## config.mk

```make
export PLATFORM = sky130hd
export DESIGN_NAME = rr_trace_buf_sched
export DESIGN_NICKNAME = d
export VERILOG_FILES = /design/src/rtl/rr_sched_pkg.sv /design/src/rtl/rr_buf_desc_fifo.sv /design/src/rtl/rr_trace_buf_sched.sv
export SDC_FILE = /design/constraint.sdc
export NUM_CORES = 1
export LEC_CHECK = 0
export CORE_MARGIN = 4
export CORE_UTILIZATION = 45
export CTS_CLUSTER_DIAMETER = 60
export CTS_CLUSTER_SIZE = 20
export DETAILED_ROUTE_END_ITERATION = 8
export PLACE_DENSITY = 0.63
export SLEW_MARGIN = 30
export SYNTH_ARGS = -nofsm -noshare
export SYNTH_HDL_FRONTEND = slang
export SYNTH_HIERARCHICAL = 1
export SYNTH_SLANG_ARGS = --single-unit
```

## constraint.sdc

```tcl
create_clock -name clk -period 25.1 [get_ports clk]
set_input_delay 5.02 -clock clk [delete_from_list [all_inputs] [get_ports clk]]
set_output_delay 5.02 -clock clk [all_outputs]
set_load 0.01 [all_outputs]
```

## src/rtl/rr_sched_pkg.sv

```systemverilog
// Shared types for the record/replay host-buffer scheduler: FSM states,
// descriptor layout and direction encodings.
package rr_sched_pkg;

  localparam int unsigned RR_DESC_W = 64;

  typedef enum logic [1:0] {
    RR_IDLE,
    RR_LOAD,
    RR_ACTIVE,
    RR_STARVED
  } rr_sched_state_t;

  typedef struct packed {
    logic [RR_DESC_W-1:0] addr;
    logic [RR_DESC_W-1:0] size;
  } rr_buf_desc_t;

  localparam logic RR_DIR_WRITE = 1'b0;
  localparam logic RR_DIR_READ  = 1'b1;

endpackage

```

## src/rtl/rr_buf_desc_fifo.sv

```systemverilog
// DEPTH-entry synchronous FIFO of buffer descriptors. Push while full and
// pop while empty are ignored.
module rr_buf_desc_fifo
  import rr_sched_pkg::*;
#(
  parameter int unsigned DEPTH = 4
) (
  input  logic         clk,
  input  logic         rst,
  input  logic         push_i,
  input  rr_buf_desc_t desc_i,
  input  logic         pop_i,
  output rr_buf_desc_t head_o,
  output logic         full_o,
  output logic         empty_o
);

  localparam int unsigned PW = (DEPTH > 1) ? $clog2(DEPTH) : 1;

  rr_buf_desc_t    mem_q [DEPTH];
  logic [PW-1:0]   wr_ptr_q, rd_ptr_q;
  logic [PW:0]     count_q;
  logic            do_push, do_pop;

  assign full_o  = (count_q == (PW+1)'(DEPTH));
  assign empty_o = (count_q == '0);
  assign do_push = push_i && !full_o;
  assign do_pop  = pop_i && !empty_o;
  assign head_o  = mem_q[rd_ptr_q];

  always_ff @(posedge clk) begin
    if (do_push) mem_q[wr_ptr_q] <= desc_i;
  end

  // DEPTH is a power of two, so the pointers wrap naturally.
  always_ff @(posedge clk or posedge rst) begin
    if (rst) begin
      wr_ptr_q <= '0;
      rd_ptr_q <= '0;
      count_q  <= '0;
    end else begin
      if (do_push) wr_ptr_q <= wr_ptr_q + PW'(1);
      if (do_pop)  rd_ptr_q <= rd_ptr_q + PW'(1);
      unique case ({do_push, do_pop})
        2'b10:   count_q <= count_q + (PW+1)'(1);
        2'b01:   count_q <= count_q - (PW+1)'(1);
        default: ;
      endcase
    end
  end

endmodule

```

## src/rtl/rr_trace_buf_sched.sv

```systemverilog
// Host-buffer scheduler: queues record/replay descriptors per direction and
// feeds them to the trace engine, one per buffer-consumed interrupt.
module rr_trace_buf_sched
  import rr_sched_pkg::*;
#(
  parameter int unsigned DEPTH          = 4,
  parameter int unsigned AXI_ADDR_WIDTH = 64,
  parameter int unsigned CNT_WIDTH      = 32
) (
  input  logic                      clk,
  input  logic                      rst,
  input  logic                      sched_enable,
  input  logic                      desc_valid,
  output logic                      desc_ready,
  input  logic                      desc_dir,
  input  logic [AXI_ADDR_WIDTH-1:0] desc_addr,
  input  logic [AXI_ADDR_WIDTH-1:0] desc_size,
  output logic [AXI_ADDR_WIDTH-1:0] write_buf_addr,
  output logic [AXI_ADDR_WIDTH-1:0] write_buf_size,
  output logic                      write_buf_update,
  input  logic                      write_interrupt,
  output logic [AXI_ADDR_WIDTH-1:0] read_buf_addr,
  output logic [AXI_ADDR_WIDTH-1:0] read_buf_size,
  output logic                      read_buf_update,
  input  logic                      read_interrupt,
  output logic [CNT_WIDTH-1:0]      wr_done_cnt,
  output logic [CNT_WIDTH-1:0]      rd_done_cnt,
  output logic                      wr_starved,
  output logic                      rd_starved,
  output logic                      err
);

  logic [1:0]                irq, upd, full_v, starved_v, bad_irq;
  logic [AXI_ADDR_WIDTH-1:0] buf_addr [2];
  logic [AXI_ADDR_WIDTH-1:0] buf_size [2];
  logic [CNT_WIDTH-1:0]      done_cnt [2];
  logic                      push_ok, zero_push, push_nz;
  rr_buf_desc_t              push_desc;
  logic                      err_q;

  assign irq        = {read_interrupt, write_interrupt};
  assign desc_ready = !full_v[desc_dir];
  assign push_ok    = desc_valid && desc_ready;
  assign zero_push  = push_ok && (desc_size == '0);
  assign push_nz    = push_ok && (desc_size != '0);

  always_comb begin
    push_desc = '0;
    push_desc.addr[AXI_ADDR_WIDTH-1:0] = desc_addr;
    push_desc.size[AXI_ADDR_WIDTH-1:0] = desc_size;
  end

  for (genvar d = 0; d < 2; d++) begin : g_dir
    rr_sched_state_t           state_q, state_d;
    rr_buf_desc_t              head;
    logic                      full, empty, push, pop, done;
    logic [AXI_ADDR_WIDTH-1:0] addr_q, size_q;
    logic [CNT_WIDTH-1:0]      cnt_q;
    logic                      starved_q;

    assign push = push_nz && (desc_dir == 1'(d));

    rr_buf_desc_fifo #(.DEPTH(DEPTH)) u_fifo (
      .clk     (clk),
      .rst     (rst),
      .push_i  (push),
      .desc_i  (push_desc),
      .pop_i   (pop),
      .head_o  (head),
      .full_o  (full),
      .empty_o (empty)
    );

    // The pop happens on the edge entering LOAD, so the descriptor is
    // already on the output registers for the whole LOAD cycle.
    always_comb begin
      state_d = state_q;
      done    = (state_q == RR_ACTIVE) && irq[d];
      unique case (state_q)
        RR_IDLE:    if (!empty) state_d = RR_LOAD;
        RR_LOAD:    state_d = RR_ACTIVE;
        RR_ACTIVE:  if (irq[d]) state_d = empty ? RR_STARVED : RR_LOAD;
        RR_STARVED: if (!empty) state_d = RR_LOAD;
        default:    state_d = RR_IDLE;
      endcase
      if (!sched_enable) state_d = RR_IDLE;
      pop = (state_d == RR_LOAD);
    end

    always_ff @(posedge clk or posedge rst) begin
      if (rst) begin
        state_q   <= RR_IDLE;
        addr_q    <= '0;
        size_q    <= '0;
        cnt_q     <= '0;
        starved_q <= 1'b0;
      end else begin
        state_q <= state_d;
        if (pop) begin
          addr_q <= head.addr[AXI_ADDR_WIDTH-1:0];
          size_q <= head.size[AXI_ADDR_WIDTH-1:0];
        end
        if (done)          cnt_q     <= cnt_q + CNT_WIDTH'(1);
        if (done && empty) starved_q <= 1'b1;
      end
    end

    assign upd[d]       = (state_q == RR_LOAD);
    assign full_v[d]    = full;
    assign starved_v[d] = starved_q;
    assign bad_irq[d]   = irq[d] && (state_q != RR_ACTIVE);
    assign buf_addr[d]  = addr_q;
    assign buf_size[d]  = size_q;
    assign done_cnt[d]  = cnt_q;
  end

  always_ff @(posedge clk or posedge rst) begin
    if (rst)                        err_q <= 1'b0;
    else if (zero_push || |bad_irq) err_q <= 1'b1;
  end

  assign write_buf_addr   = buf_addr[RR_DIR_WRITE];
  assign write_buf_size   = buf_size[RR_DIR_WRITE];
  assign write_buf_update = upd[RR_DIR_WRITE];
  assign read_buf_addr    = buf_addr[RR_DIR_READ];
  assign read_buf_size    = buf_size[RR_DIR_READ];
  assign read_buf_update  = upd[RR_DIR_READ];
  assign wr_done_cnt      = done_cnt[RR_DIR_WRITE];
  assign rd_done_cnt      = done_cnt[RR_DIR_READ];
  assign wr_starved       = starved_v[RR_DIR_WRITE];
  assign rd_starved       = starved_v[RR_DIR_READ];
  assign err              = err_q;

endmodule

```

Word-level counts from Yosys, hierarchy flattened
Memory sizes are Yosys's and may differ from the RTL's. A register that Yosys moved wholly into a read port is not among the register bits.
Index checks and enable logic that the tools add are counted.
Widths: inputs -> output; s select.
{ "classes": {"n_eq_ne": 16, "reduce_logical": 32, "bitwise_logic": 1, "addsub": 10, "muxes": 18, "order_cmp": 1} }
{ "op_table": {"columns": ["operator", "count"], "rows": [
  ["$add 32x1->32 const B", 2],
  ["$logic_not 64->1", 1],
  ["$reduce_bool 64->1", 1],
  ["$mux 2", 8],
  ["$logic_and 1x1->1", 15],
  ["$eq 2x1->1 const B", 6],
  ["$eq 2x2->1 const B", 6],
  ["$pmux 2 s3", 2],
  ["$pmux 3 s2", 2],
  ["$add 2x1->2 const B", 4],
  ["$add 3x1->3 const B", 2],
  ["$eq 3x3->1 const B", 2],
  ["$logic_not 3->1", 2],
  ["$mux 1", 6],
  ["$reduce_or 2->1", 3],
  ["$sub 3x1->3 const B", 2],
  ["$logic_not 1->1", 5],
  ["$logic_not 2->1", 2],
  ["$ne 2x2->1 const B", 2],
  ["$reduce_bool 2->1", 2],
  ["$lt 1x2->1 const B", 1],
  ["$logic_or 1x1->1", 1],
  ["$not 1->1", 1]
]} }
{ "word_totals": {"regBits": 85, "mem_bits_rw": 1024, "word_cells": 93, "mem_count": 2} }
{ "mem_list": {"columns": ["memory", "words", "width", "rd", "rd_ports_with_merged_regs", "wr", "line", "source"], "rows": [
  ["g_dir[0].u_fifo.mem_q", 4, 128, 1, 1, 1, "rr_buf_desc_fifo.sv:20", "rr_buf_desc_t mem_q [DEPTH];"],
  ["g_dir[1].u_fifo.mem_q", 4, 128, 1, 1, 1, "rr_buf_desc_fifo.sv:20", null]
]} }

Depth between registers and ports, before layout
{ "depth": {"ltp_word": 10, "mapped_depth": 16, "depth_no_buf": 14} }

Cells and area by module
The synthesis kept the hierarchy.
{ "modules_own_cells": {"columns": ["module", "area_each_um2", "cells_each", "n_inst"], "rows": [
  ["rr_buf_desc_fifo", 18889.4, 707, 2],
  ["rr_trace_buf_sched", 12898.6, 864, 1]
]} }

Worst setup path after synthesis
OpenSTA, ideal clock, no wires.
{ "synth_timing": {"kind": "input-to-output", "startpoint": "in desc_dir", "endpoint": "out desc_ready", "path_slack_ns": 14.730, "required_time_ns": 20.080, "cell_stages": 1, "arrival_time_ns": 5.350, "path_buffers": 0, "path_cell_list": "mux2i_1"} }
{ "synth_via": {"elab_chain_len": 3} }
{ "synth_lines": {"columns": ["element", "line", "source"], "rows": [
  ["start: declaration", "rr_trace_buf_sched.sv:15", "input logic desc_dir,"],
  ["$mux 1 (not written as such) (2 in a row)", "rr_trace_buf_sched.sv:42", "assign desc_ready = !full_v[desc_dir];"],
  ["$logic_not 1->1", "rr_trace_buf_sched.sv:42", null],
  ["end: declaration", "rr_trace_buf_sched.sv:14", "output logic desc_ready,"]
]} }
Every way passes these cells. The select of a mux whose other input is x is not followed.

Worst setup path in the final report
Same ends and word-level chain as after synthesis.

==> metrics.txt <==
status completed; final setup violation count 0; RSZ-0062 raised after global routing false; first-pass GRT wire length roughly 170000 um; Final period util 46.1%; Die X approximately 340 um; Worst slew margin between 30% and 40%; Initial Util a little under half; Main synth FF type edfxtp_1; Tmin final between 10000 and 15000 ps; post-cts resize count 0; Synthesized Nets 2433; drt total wl approximately 120000 um; mapped cell area 50700 um^2; IO Pins 461; clock sinks roughly 1400; initial antenna violation count 20; fillcell total approximately 8400; HPWL Detailed ~70000 um; drt drc 0; CTS H-tree lvls 3; pin count of the biggest net entering global routing ~120; IO Port Bufs 460; CTS tree yes; met2 usage 32.3%; r2r worst-path depth 8; required time of the critical path 20080 ps; crit-path max FO 3; Simple-Gate Fraction of Synth Area under 10%; startpoint types input port; met3 Use GR 4.41%; nets@finish just under 3000; CP endpoint kind output port; GRT overflow 0; register-to-register setup slack 20750 ps; hold_buf cts 0; critical path class input port to output port; worst-case clock buffer depth 3; multi-input combinational cell area between 10000 and 15000 um^2; Hold Path Sink rd_done_cnt[31]; critical hold path startpoint rd_done_cnt[31]; Avg WL per Cell around 27 um; Die ar. between 100000 and 150000 um^2; Final Cell Area approximately 60000 um^2; CTS Root Cell clkbuf_16; YS warnings 6; dpl cells roughly 4200; vias in the first global route 25200; Iteration-0 DRC Markers 1958; vias around 24000; share of layout cells above drive strength 1 between 20% and 30%; Max Fclk around 0.086 GHz; Die Ht ~340 um; most used routing layer met2; post-route insts no fill approximately 4400; asr flop ratio synth approximately 25%; gr usage total about a fifth; number of synthesized register bits around 1400; Synth cell types 44; number of vias per cell roughly 5.5; Power Dens Cells roughly 120 nW/um^2; Max VDD drop around 0.000077 V; reg2reg start g_dir[1].u_fifo/count_q[2]; Final TNS setup 0 ps; Compound-Gate Fraction of Synth Area 0.183%; adder-cell area share of the yosys netlist less than 1%; routing usage on met1 28.0%; Syn Inst Count about 2300; number of synthesized flops with an enable pin roughly 1000; reported max-cap violation count 0; Hold Vio Cnt, Final 0; Clock Skews approximately 24 ps; post-route ant nets 0; largest family of logic cells by synthesized area multiplexers; post-synthesis sequential area ratio a little under 80%; Layout area overhead 19.7%; Reg-to-Reg End g_dir[1].u_fifo/mem_q[1][92]; Arr. time, crit path between 6000 and 7000 ps; CTS buffer count 107; Placeable Area 111000 um^2; xor and xnor area share after synthesis 1.28%; drt pass-1 iters 5; row count roughly 120; multiplexer area fraction after synthesis about 17%; Skew-Pair Late Insertion Delay between 600 and 700 ps; GP Congestion ~0.8; FF+latch area just under 40000 um^2; Slew Viols, Final 0; static leakage approximately 21 nW; Tightest Pin Transition about 1000 ps; Post-Place Cell Area ~57000 um^2; Worst-path clk slew about 70 ps; Hold Crit Class flip-flop to flip-flop; Post-CTS Setup Inserts 0; synthesized area per cell around 22 um^2; Min-Delay Path Depth 1
==> cell families (layout without fill, tap and decap cells) <==
kind of cell,count (synthesis),count (layout)
flops,1365,1365
fa+ha+maj,20,20
buf+inv,123,728
mux,519,519
xor+xnor,74,74
simple gates,164,164
other cells,0,11
compound gates,13,13
==> sequential cells by signal, indices dropped and copies added, names as in the netlist <==
signal	count
g_dir.u_fifo/wr_ptr_q	4
g_dir.u_fifo/rd_ptr_q	4
rd_starved	1
rd_done_cnt	32
wr_starved	1
read_buf_size	64
wr_done_cnt	32
write_buf_size	64
err	1
g_dir.state_q	4
g_dir.u_fifo/mem_q	1024
write_buf_addr	64
read_buf_addr	64
g_dir.u_fifo/count_q	6
==> area by class of cell <==
cell class / instances / share of cell area [%]
Antenna cell: 11 / 0.0454
Clock buffer: 118 / 4.53
Clock inverter: 84 / 1.57
Inverter: 31 / 0.212
Multi-Input combinational cell: 790 / 17.7
Sequential cell: 1365 / 64.8
Tap cell: 1488 / 3.07
Timing Repair Buffer: 495 / 8.13
==> synthesized netlist by cell type, drive strengths merged (7+ instances only) <==
cell type	n	area share, %
edfxtp	1024	61
dfrtp	341	17
mux2	260	5.8
mux4	256	11
buf	78	1.1
xnor2	44	0.76
inv	31	0.23
nand2	31	0.23
xor2	30	0.52
nor4	24	0.40
nand3	23	0.23
nor2	20	0.15
ha	18	0.44
nand4	17	0.22
clkbuf	14	0.10
and2	13	0.16
nor3	10	0.099
and4	7	0.12
==> placed cells by master (no fill, tap or decap), drive strengths merged, types with 3 or more instances in the layout <==
cell type      instances
and4                   7
xnor2                 44
or2                    3
clkdlybuf4s50        460
nand4                 17
ha                    18
nand2                 31
clkbuf               118
and2                  13
o21ai                  4
bufinv                 5
nor3b                  3
mux4                 256
and3                   5
nor3                  10
nor2                  20
inv                   70
nand3                 23
edfxtp              1024
dfrtp                341
nor4                  24
buf                   35
xor2                  30
clkinv                30
clkinvlp              10
mux2                 260
diode                 11
mux2i                  3
==> worst max-delay path, stage by stage <==
cell and delay, ps:
clkdlybuf4s50_1 570, mux2i_1 360, clkdlybuf4s50_1 610
==> report_power, final <==
group	total [W]	switching, W	leakage (nW)	internal (W)
clock	0.00176	0.000870	1.78	0.000891
combinational	0.00211	0.000964	5.63	0.00115
sequential	0.00315	0.000280	13.4	0.00287
==> through the flow <==
step	hold slack, ps	power, W	setup slack (ps)	utilization (%)
after floorplan	477	0.00440	11030	-
after global placement	441	0.00532	13590	51.1
after detailed placement	468	0.00536	13540	51.1
after CTS	483	0.00713	13540	54.5
after global routing	497	0.00737	13490	54.5
final	475	0.00703	13530	54.5
==> layer usage <==
layer,vias to the layer above,wire length (um)
met5,-,91
met4,14,1630
met3,129,8580
met2,711,57000
met1,12800,49300
li1,10200,-
==> worst max path at each step <==
stage                            end     start  slack, ps
final                     desc_ready  desc_dir      13530
after CTS                 desc_ready  desc_dir      13540
after detailed placement  desc_ready  desc_dir      13540
after global placement    desc_ready  desc_dir      13590
after global routing      desc_ready  desc_dir      13490
after floorplan                  err       rst      11030
(Power assumes the default switching activity.)
